$ cat src/rtl/uart_boot_loader_if.sv
// Byte-stream and Wishbone request signals between the boot loader and its peers.
// The loader takes the master modport; the UART/bus side takes the slave modport.
interface uart_boot_loader_if #(
  parameter int WB_DATA_WIDTH = 32,
  parameter int WB_ADDR_WIDTH = 32,
  parameter int WB_SEL_WIDTH  = 4
);
  logic [7:0]               rx_data_i;
  logic                     rx_valid_i;
  logic                     rx_ready_o;
  logic [WB_ADDR_WIDTH-1:0] wb_addr_o;
  logic [WB_DATA_WIDTH-1:0] wb_data_o;
  logic [WB_SEL_WIDTH-1:0]  wb_sel_o;
  logic                     wb_we_o;
  logic                     wb_stb_o;
  logic                     wb_cyc_o;
  logic                     wb_ack_i;

  modport master (
    input  rx_data_i, rx_valid_i, wb_ack_i,
    output rx_ready_o, wb_addr_o, wb_data_o, wb_sel_o, wb_we_o, wb_stb_o, wb_cyc_o
  );

  modport slave (
    output rx_data_i, rx_valid_i, wb_ack_i,
    input  rx_ready_o, wb_addr_o, wb_data_o, wb_sel_o, wb_we_o, wb_stb_o, wb_cyc_o
  );
endinterface

$ cat src/rtl/uart_boot_loader.sv
// Receives a framed image over a UART byte stream and writes it word by word
// onto Wishbone while holding the CPU in reset.
module uart_boot_loader #(
  parameter int         WB_DATA_WIDTH = 32,
  parameter int         WB_ADDR_WIDTH = 32,
  parameter int         WB_SEL_WIDTH  = 4,
  parameter logic [7:0] SYNC_BYTE     = 8'hA5,
  parameter int         ACK_TIMEOUT   = 255
) (
  input  logic                clk_i,
  input  logic                rst_i,
  uart_boot_loader_if.master  bus,
  output logic                cpu_rst_o,
  output logic                done_o,
  output logic                err_o
);

  localparam int TW = (ACK_TIMEOUT < 2) ? 1 : $clog2(ACK_TIMEOUT + 1);

  localparam logic [2:0] IDLE  = 3'd0;
  localparam logic [2:0] ADDR  = 3'd1;
  localparam logic [2:0] LEN   = 3'd2;
  localparam logic [2:0] DATA  = 3'd3;
  localparam logic [2:0] WRITE = 3'd4;
  localparam logic [2:0] DONE  = 3'd5;
  localparam logic [2:0] ERR   = 3'd6;

  logic [2:0]               state_reg, state_next;
  logic [1:0]               cnt_reg, cnt_next;
  logic [23:0]              shift_reg, shift_next;
  logic [WB_ADDR_WIDTH-1:0] addr_reg, addr_next;
  logic [WB_DATA_WIDTH-1:0] word_reg, word_next;
  logic [15:0]              remain_reg, remain_next;
  logic [TW-1:0]            timer_reg, timer_next;
  logic                     ready_reg, req_reg, done_reg, err_reg, cpu_rst_reg;
  logic [WB_SEL_WIDTH-1:0]  sel_reg;
  logic                     take;
  logic [31:0]              shifted;

  assign take    = bus.rx_valid_i & ready_reg;
  // Bytes arrive LSB first, so each new byte enters at the top and older ones slide down.
  assign shifted = {bus.rx_data_i, shift_reg};

  always_comb begin
    state_next  = state_reg;
    cnt_next    = cnt_reg;
    shift_next  = shift_reg;
    addr_next   = addr_reg;
    word_next   = word_reg;
    remain_next = remain_reg;
    timer_next  = timer_reg;
    case (state_reg)
      IDLE, ERR: begin
        if (take && bus.rx_data_i == SYNC_BYTE) begin
          state_next = ADDR;
          cnt_next   = 2'd0;
        end
      end
      ADDR: begin
        if (take) begin
          shift_next = shifted[31:8];
          cnt_next   = cnt_reg + 2'd1;
          if (cnt_reg == 2'd3) begin
            addr_next  = {shifted[WB_ADDR_WIDTH-1:2], 2'b00};
            state_next = LEN;
          end
        end
      end
      LEN: begin
        if (take) begin
          shift_next = shifted[31:8];
          cnt_next   = cnt_reg + 2'd1;
          if (cnt_reg == 2'd1) begin
            remain_next = shifted[31:16];
            cnt_next    = 2'd0;
            state_next  = (shifted[31:16] == 16'd0) ? DONE : DATA;
          end
        end
      end
      DATA: begin
        if (take) begin
          shift_next = shifted[31:8];
          cnt_next   = cnt_reg + 2'd1;
          if (cnt_reg == 2'd3) begin
            word_next  = shifted[WB_DATA_WIDTH-1:0];
            timer_next = '0;
            state_next = WRITE;
          end
        end
      end
      WRITE: begin
        // An ack on the final allowed cycle still completes the write.
        if (bus.wb_ack_i) begin
          addr_next   = addr_reg + WB_ADDR_WIDTH'(4);
          remain_next = remain_reg - 16'd1;
          state_next  = (remain_reg == 16'd1) ? DONE : DATA;
        end else if (timer_reg == TW'(ACK_TIMEOUT - 1)) begin
          state_next = ERR;
        end else begin
          timer_next = timer_reg + TW'(1);
        end
      end
      DONE: state_next = DONE;
      default: state_next = IDLE;
    endcase
  end

  // Outputs are registered from the next state so they line up with the state register.
  always_ff @(posedge clk_i or posedge rst_i) begin
    if (rst_i) begin
      state_reg   <= IDLE;
      cnt_reg     <= 2'd0;
      shift_reg   <= '0;
      addr_reg    <= '0;
      word_reg    <= '0;
      remain_reg  <= '0;
      timer_reg   <= '0;
      ready_reg   <= 1'b0;
      req_reg     <= 1'b0;
      sel_reg     <= '0;
      done_reg    <= 1'b0;
      err_reg     <= 1'b0;
      cpu_rst_reg <= 1'b1;
    end else begin
      state_reg   <= state_next;
      cnt_reg     <= cnt_next;
      shift_reg   <= shift_next;
      addr_reg    <= addr_next;
      word_reg    <= word_next;
      remain_reg  <= remain_next;
      timer_reg   <= timer_next;
      ready_reg   <= (state_next != WRITE) && (state_next != DONE);
      req_reg     <= (state_next == WRITE);
      sel_reg     <= {WB_SEL_WIDTH{state_next == WRITE}};
      done_reg    <= (state_next == DONE);
      err_reg     <= (state_next == ERR);
      cpu_rst_reg <= (state_next != DONE);
    end
  end

  assign bus.rx_ready_o = ready_reg;
  assign bus.wb_cyc_o   = req_reg;
  assign bus.wb_stb_o   = req_reg;
  assign bus.wb_we_o    = req_reg;
  assign bus.wb_sel_o   = sel_reg;
  assign bus.wb_addr_o  = addr_reg;
  assign bus.wb_data_o  = word_reg;
  assign cpu_rst_o      = cpu_rst_reg;
  assign done_o         = done_reg;
  assign err_o          = err_reg;

endmodule
$ cat src/flat_wrapper.sv
// flat-port wrapper written by rule: the top's interface ports become plain ports
module uart_boot_loader_flat 
#(
  parameter int         WB_DATA_WIDTH = 32,
  parameter int         WB_ADDR_WIDTH = 32,
  parameter int         WB_SEL_WIDTH  = 4,
  parameter logic [7:0] SYNC_BYTE     = 8'hA5,
  parameter int         ACK_TIMEOUT   = 255
)
  (clk_i, rst_i, cpu_rst_o, done_o, err_o, bus_rx_data_i, bus_rx_valid_i, bus_wb_ack_i, bus_rx_ready_o, bus_wb_addr_o, bus_wb_data_o, bus_wb_sel_o, bus_wb_we_o, bus_wb_stb_o, bus_wb_cyc_o);
  uart_boot_loader_if #(.WB_DATA_WIDTH(WB_DATA_WIDTH), .WB_ADDR_WIDTH(WB_ADDR_WIDTH), .WB_SEL_WIDTH(WB_SEL_WIDTH)) bus_i ();
  input  logic clk_i;
  input  logic rst_i;
  output logic cpu_rst_o;
  output logic done_o;
  output logic err_o;
  input wire logic [$bits(bus_i.rx_data_i)-1:0] bus_rx_data_i;
  input wire logic [$bits(bus_i.rx_valid_i)-1:0] bus_rx_valid_i;
  input wire logic [$bits(bus_i.wb_ack_i)-1:0] bus_wb_ack_i;
  output wire logic [$bits(bus_i.rx_ready_o)-1:0] bus_rx_ready_o;
  output wire logic [$bits(bus_i.wb_addr_o)-1:0] bus_wb_addr_o;
  output wire logic [$bits(bus_i.wb_data_o)-1:0] bus_wb_data_o;
  output wire logic [$bits(bus_i.wb_sel_o)-1:0] bus_wb_sel_o;
  output wire logic [$bits(bus_i.wb_we_o)-1:0] bus_wb_we_o;
  output wire logic [$bits(bus_i.wb_stb_o)-1:0] bus_wb_stb_o;
  output wire logic [$bits(bus_i.wb_cyc_o)-1:0] bus_wb_cyc_o;
  assign bus_i.rx_data_i = bus_rx_data_i;
  assign bus_i.rx_valid_i = bus_rx_valid_i;
  assign bus_i.wb_ack_i = bus_wb_ack_i;
  assign bus_rx_ready_o = bus_i.rx_ready_o;
  assign bus_wb_addr_o = bus_i.wb_addr_o;
  assign bus_wb_data_o = bus_i.wb_data_o;
  assign bus_wb_sel_o = bus_i.wb_sel_o;
  assign bus_wb_we_o = bus_i.wb_we_o;
  assign bus_wb_stb_o = bus_i.wb_stb_o;
  assign bus_wb_cyc_o = bus_i.wb_cyc_o;
  uart_boot_loader #(.WB_DATA_WIDTH(WB_DATA_WIDTH), .WB_ADDR_WIDTH(WB_ADDR_WIDTH), .WB_SEL_WIDTH(WB_SEL_WIDTH), .SYNC_BYTE(SYNC_BYTE), .ACK_TIMEOUT(ACK_TIMEOUT)) u_core (.clk_i(clk_i), .rst_i(rst_i), .bus(bus_i), .cpu_rst_o(cpu_rst_o), .done_o(done_o), .err_o(err_o));
endmodule
$ cat config.mk
export PLATFORM = sky130hd
export DESIGN_NAME = uart_boot_loader_flat
export DESIGN_NICKNAME = d
export VERILOG_FILES = /design/src/rtl/uart_boot_loader_if.sv /design/src/rtl/uart_boot_loader.sv /design/src/flat_wrapper.sv
export SDC_FILE = /design/constraint.sdc
export NUM_CORES = 1
export LEC_CHECK = 0
export BUFFER_PORTS_ARGS = -buffer_cell sky130_fd_sc_hd__buf_2
export CAP_MARGIN = 25
export CORE_MARGIN = 10
export CORE_UTILIZATION = 35
export CTS_CLUSTER_DIAMETER = 150
export DETAILED_ROUTE_END_ITERATION = 12
export PLACE_DENSITY_LB_ADDON = 0.2
export SLEW_MARGIN = 25
export SYNTH_ARGS = -nofsm -noshare
export SYNTH_HDL_FRONTEND = slang
export SYNTH_SLANG_ARGS = --single-unit
export TNS_END_PERCENT = 10
$ cat constraint.sdc
create_clock -name clk_i -period 4.52 [get_ports clk_i]
set_input_delay 0 -clock clk_i [delete_from_list [all_inputs] [get_ports clk_i]]
set_output_delay 0 -clock clk_i [all_outputs]
set_load 0.05 [all_outputs]
==> results.json <==
{
  "synth_edf_count": 0,
  "drt_iter0_markers": 443,
  "async_reset_ff_share_pct": 100,
  "clock_latency_ns": 0.42,
  "vias_per_cell": 5.61,
  "drv_cap": 0,
  "relSlewSlack_pct": 36.4,
  "ctsLongestPathBuffers": 2,
  "cellPowerDensity_nw_per_um2": 785,
  "tightest_slew_ns": 0.944,
  "die_w_um": 153,
  "period_share_pct": 57.8,
  "largest_register_ffs": 32,
  "fin_nets": 703,
  "antenna_left": 0,
  "avgSynthCellArea_um2": 10.3,
  "maxSlewViolCount": 0,
  "coreArea_um2": 17300,
  "grt_pass1_vias": 5101,
  "multi_input_area_um2": 2940,
  "place.gp.congestion": 0.844,
  "grt_first_pass_wirelength_um": 28500,
  "comb_power_share_pct": 40.3,
  "seqPwrFrac_pct": 36.4,
  "synthToLayoutAreaGrowth_pct": 21.1,
  "row_count": 48,
  "drc": 0,
  "max_freq_mhz": 383,
  "n_fill_cell": 1711,
  "io_buffers": 84,
  "final_cell_mix": "dfrtp_1 (119), buf_2 (84), mux2_2 (59)",
  "clock_skew_ns": 0.00846,
  "setup-tns-final_ns": 0,
  "grt_antenna_before_repair": 0,
  "drtPass1Iterations": 5,
  "swShare_pct": 46.8,
  "outcome": "finished, final reports clean",
  "path_clk_slew_ns": 0.06,
  "worstSetupEndpointType": "flip-flop",
  "pwr-share-clk_pct": 23.3,
  "p_leak_nw": 3.28,
  "cts_root_buf": "clkbuf_16",
  "drive_gt1_share_pct": 29.2,
  "synth.ff_latch_count": 120,
  "synth_flop_cell": "dfrtp_1",
  "cp.required_ns": 4.84,
  "die-area_um2": 23400,
  "period_needed_ns": 2.61,
  "hold_class": "in -> reg",
  "synth_cell_type_count": 67,
  "worstPathMaxFanout": 18,
  "yosysSeqAreaShare_pct": 48.7,
  "setup-violations-final": 0,
  "cts.htree.levels": 4,
  "cts_sinks": 120,
  "final_cells": 921,
  "cts_tree": "yes",
  "dp_hpwl_um": 12200,
  "post_cts_buffers": 0,
  "ios": 87,
  "cp.arrival_ns": 2.94,
  "numCtsBuffers": 17,
  "vias": 5163,
  "finalWirelength_um": 17600,
  "vdd_ir_drop_max_v": 0.000419,
  "seq_area_um2": 3000,
  "detail_route.wl_per_cell_um": 19.1,
  "post-place-cells": 879,
  "post_cts_resized": 0,
  "grt_max_degree": 56,
  "grt.total_usage_pct": 15.0,
  "yosysWarnings": 0,
  "grt_setup_unrepaired": "no",
  "hold_viol": 0,
  "initial_utilization_pct": 35.7,
  "r2r_slack_ns": 1.91,
  "synth_cells": 600,
  "die_y_um": 153,
  "critPathLaunchType": "flip-flop",
  "synth_area_um2": 6170,
  "final_common_cell": "dfrtp_1",
  "gr-total-overflow": 0,
  "switchingPower_mw": 2.75,
  "worstSetupPathType": "reg -> reg",
  "p_int_mw": 3.12,
  "antennaDiodeCount": 0
}
-- routing by layer --
metal,track usage [%],up-vias,share of wire (%)
met5,0,-,0
met4,6.99,0,3.1
met3,4.46,38,6.3
met2,22.8,170,47
met1,19.2,2551,44
li1,-,2404,-
-- metrics by stage --
stage / hold WS [ns] / utilization, % / total power, mW / setup slack, ns / cell area [um^2]
final: 0.147 / 43.2 / 5.87 / 1.91 / 7480
after global routing: 0.180 / 43.2 / 6.21 / 1.72 / 7480
after CTS: 0.117 / 43.1 / 5.93 / 1.91 / 7450
after detailed placement: 0.0913 / 39.1 / 4.53 / 1.91 / 6770
after global placement: 0.0956 / 39.1 / 4.48 / 2.02 / 6770
after floorplan: 0.152 / - / 3.81 / 1.34 / 6180
-- cell type report --
| type | count | share of cell area [%] |
|---|---|---|
| Clock buffer | 18 | 5.74 |
| Clock inverter | 14 | 2.19 |
| Inverter | 17 | 0.887 |
| Multi-Input combinational cell | 426 | 39.4 |
| Sequential cell | 120 | 40.2 |
| Tap cell | 225 | 3.76 |
| Timing Repair Buffer | 101 | 7.90 |
-- kinds of logic after synthesis --
kind of cell             share of synthesized area [%]
XOR/XNOR                                         0.851
AO/OA/AOI/OAI                                     18.1
AND/OR/NAND/NOR                                   15.4
buffers and inverters                             4.05
adder cells (fa/ha/maj)                           1.62
multiplexers                                      11.3
other                                           0.0607
flip-flops                                        48.7
-- path summary, 6_finish.rpt --
kind	startpoint	endpoint	cells past startpoint
max in group asynchronous	rst_i	u_core.remain_reg[6]$_DFFE_PP0P_	4
setup reg to reg	u_core.state_reg[0]$_DFF_PP0_	u_core.bus.wb_addr_o[30]$_DFFE_PP0P_	5
setup / recovery	u_core.state_reg[0]$_DFF_PP0_	u_core.bus.wb_addr_o[30]$_DFFE_PP0P_	5
hold / removal	bus_wb_ack_i	u_core.state_reg[1]$_DFF_PP0_	4
min in group asynchronous	rst_i	u_core.remain_reg[13]$_DFFE_PP0P_	3
hold reg to reg	u_core.bus.wb_data_o[7]$_DFFE_PP0P_	u_core.bus.wb_data_o[7]$_DFFE_PP0P_	1
-- synth_stat cells (9+ instances only) --
| cell type | count | area, um^2 |
|---|---|---|
| dfrtp_1 | 119 | 2980 |
| mux2_2 | 59 | 664 |
| nor2_1 | 51 | 191 |
| a21oi_1 | 48 | 240 |
| nand2_1 | 38 | 143 |
| o21ai_0 | 28 | 140 |
| nand3_1 | 25 | 125 |
| inv_1 | 17 | 63.8 |
| nor3_1 | 17 | 85.1 |
| o22a_1 | 15 | 131 |
| clkbuf_1 | 14 | 52.6 |
| a31oi_1 | 11 | 68.8 |
| buf_2 | 11 | 55.1 |
| nand4_1 | 10 | 62.6 |
| o22ai_1 | 9 | 56.3 |
-- what timing repair did --
| action | in CTS | in global routing |
|---|---|---|
| hold buffers | 9 | 0 |
| setup endpoints to repair | 0 | 0 |
| hold endpoints to repair | 54 | 0 |
-- power by group through the flow --
stage / combinational [mW] / clock, mW / sequential [mW]
final: 2.37 / 1.37 / 2.13
after global routing: 2.55 / 1.45 / 2.22
after CTS: 2.40 / 1.40 / 2.14
after detailed placement: 2.38 / 0 / 2.15
after global placement: 2.35 / 0 / 2.13
after floorplan: 1.01 / 0 / 2.80
-- critical path, cell delays in order, from the launching register on --
cell and delay [ns]:
dfrtp_1 0.72, nor2b_1 0.28, nand3_1 0.18, a21oi_2 0.67, mux2_2 0.42, a311oi_1 0.24
(Power assumes the default switching activity.)
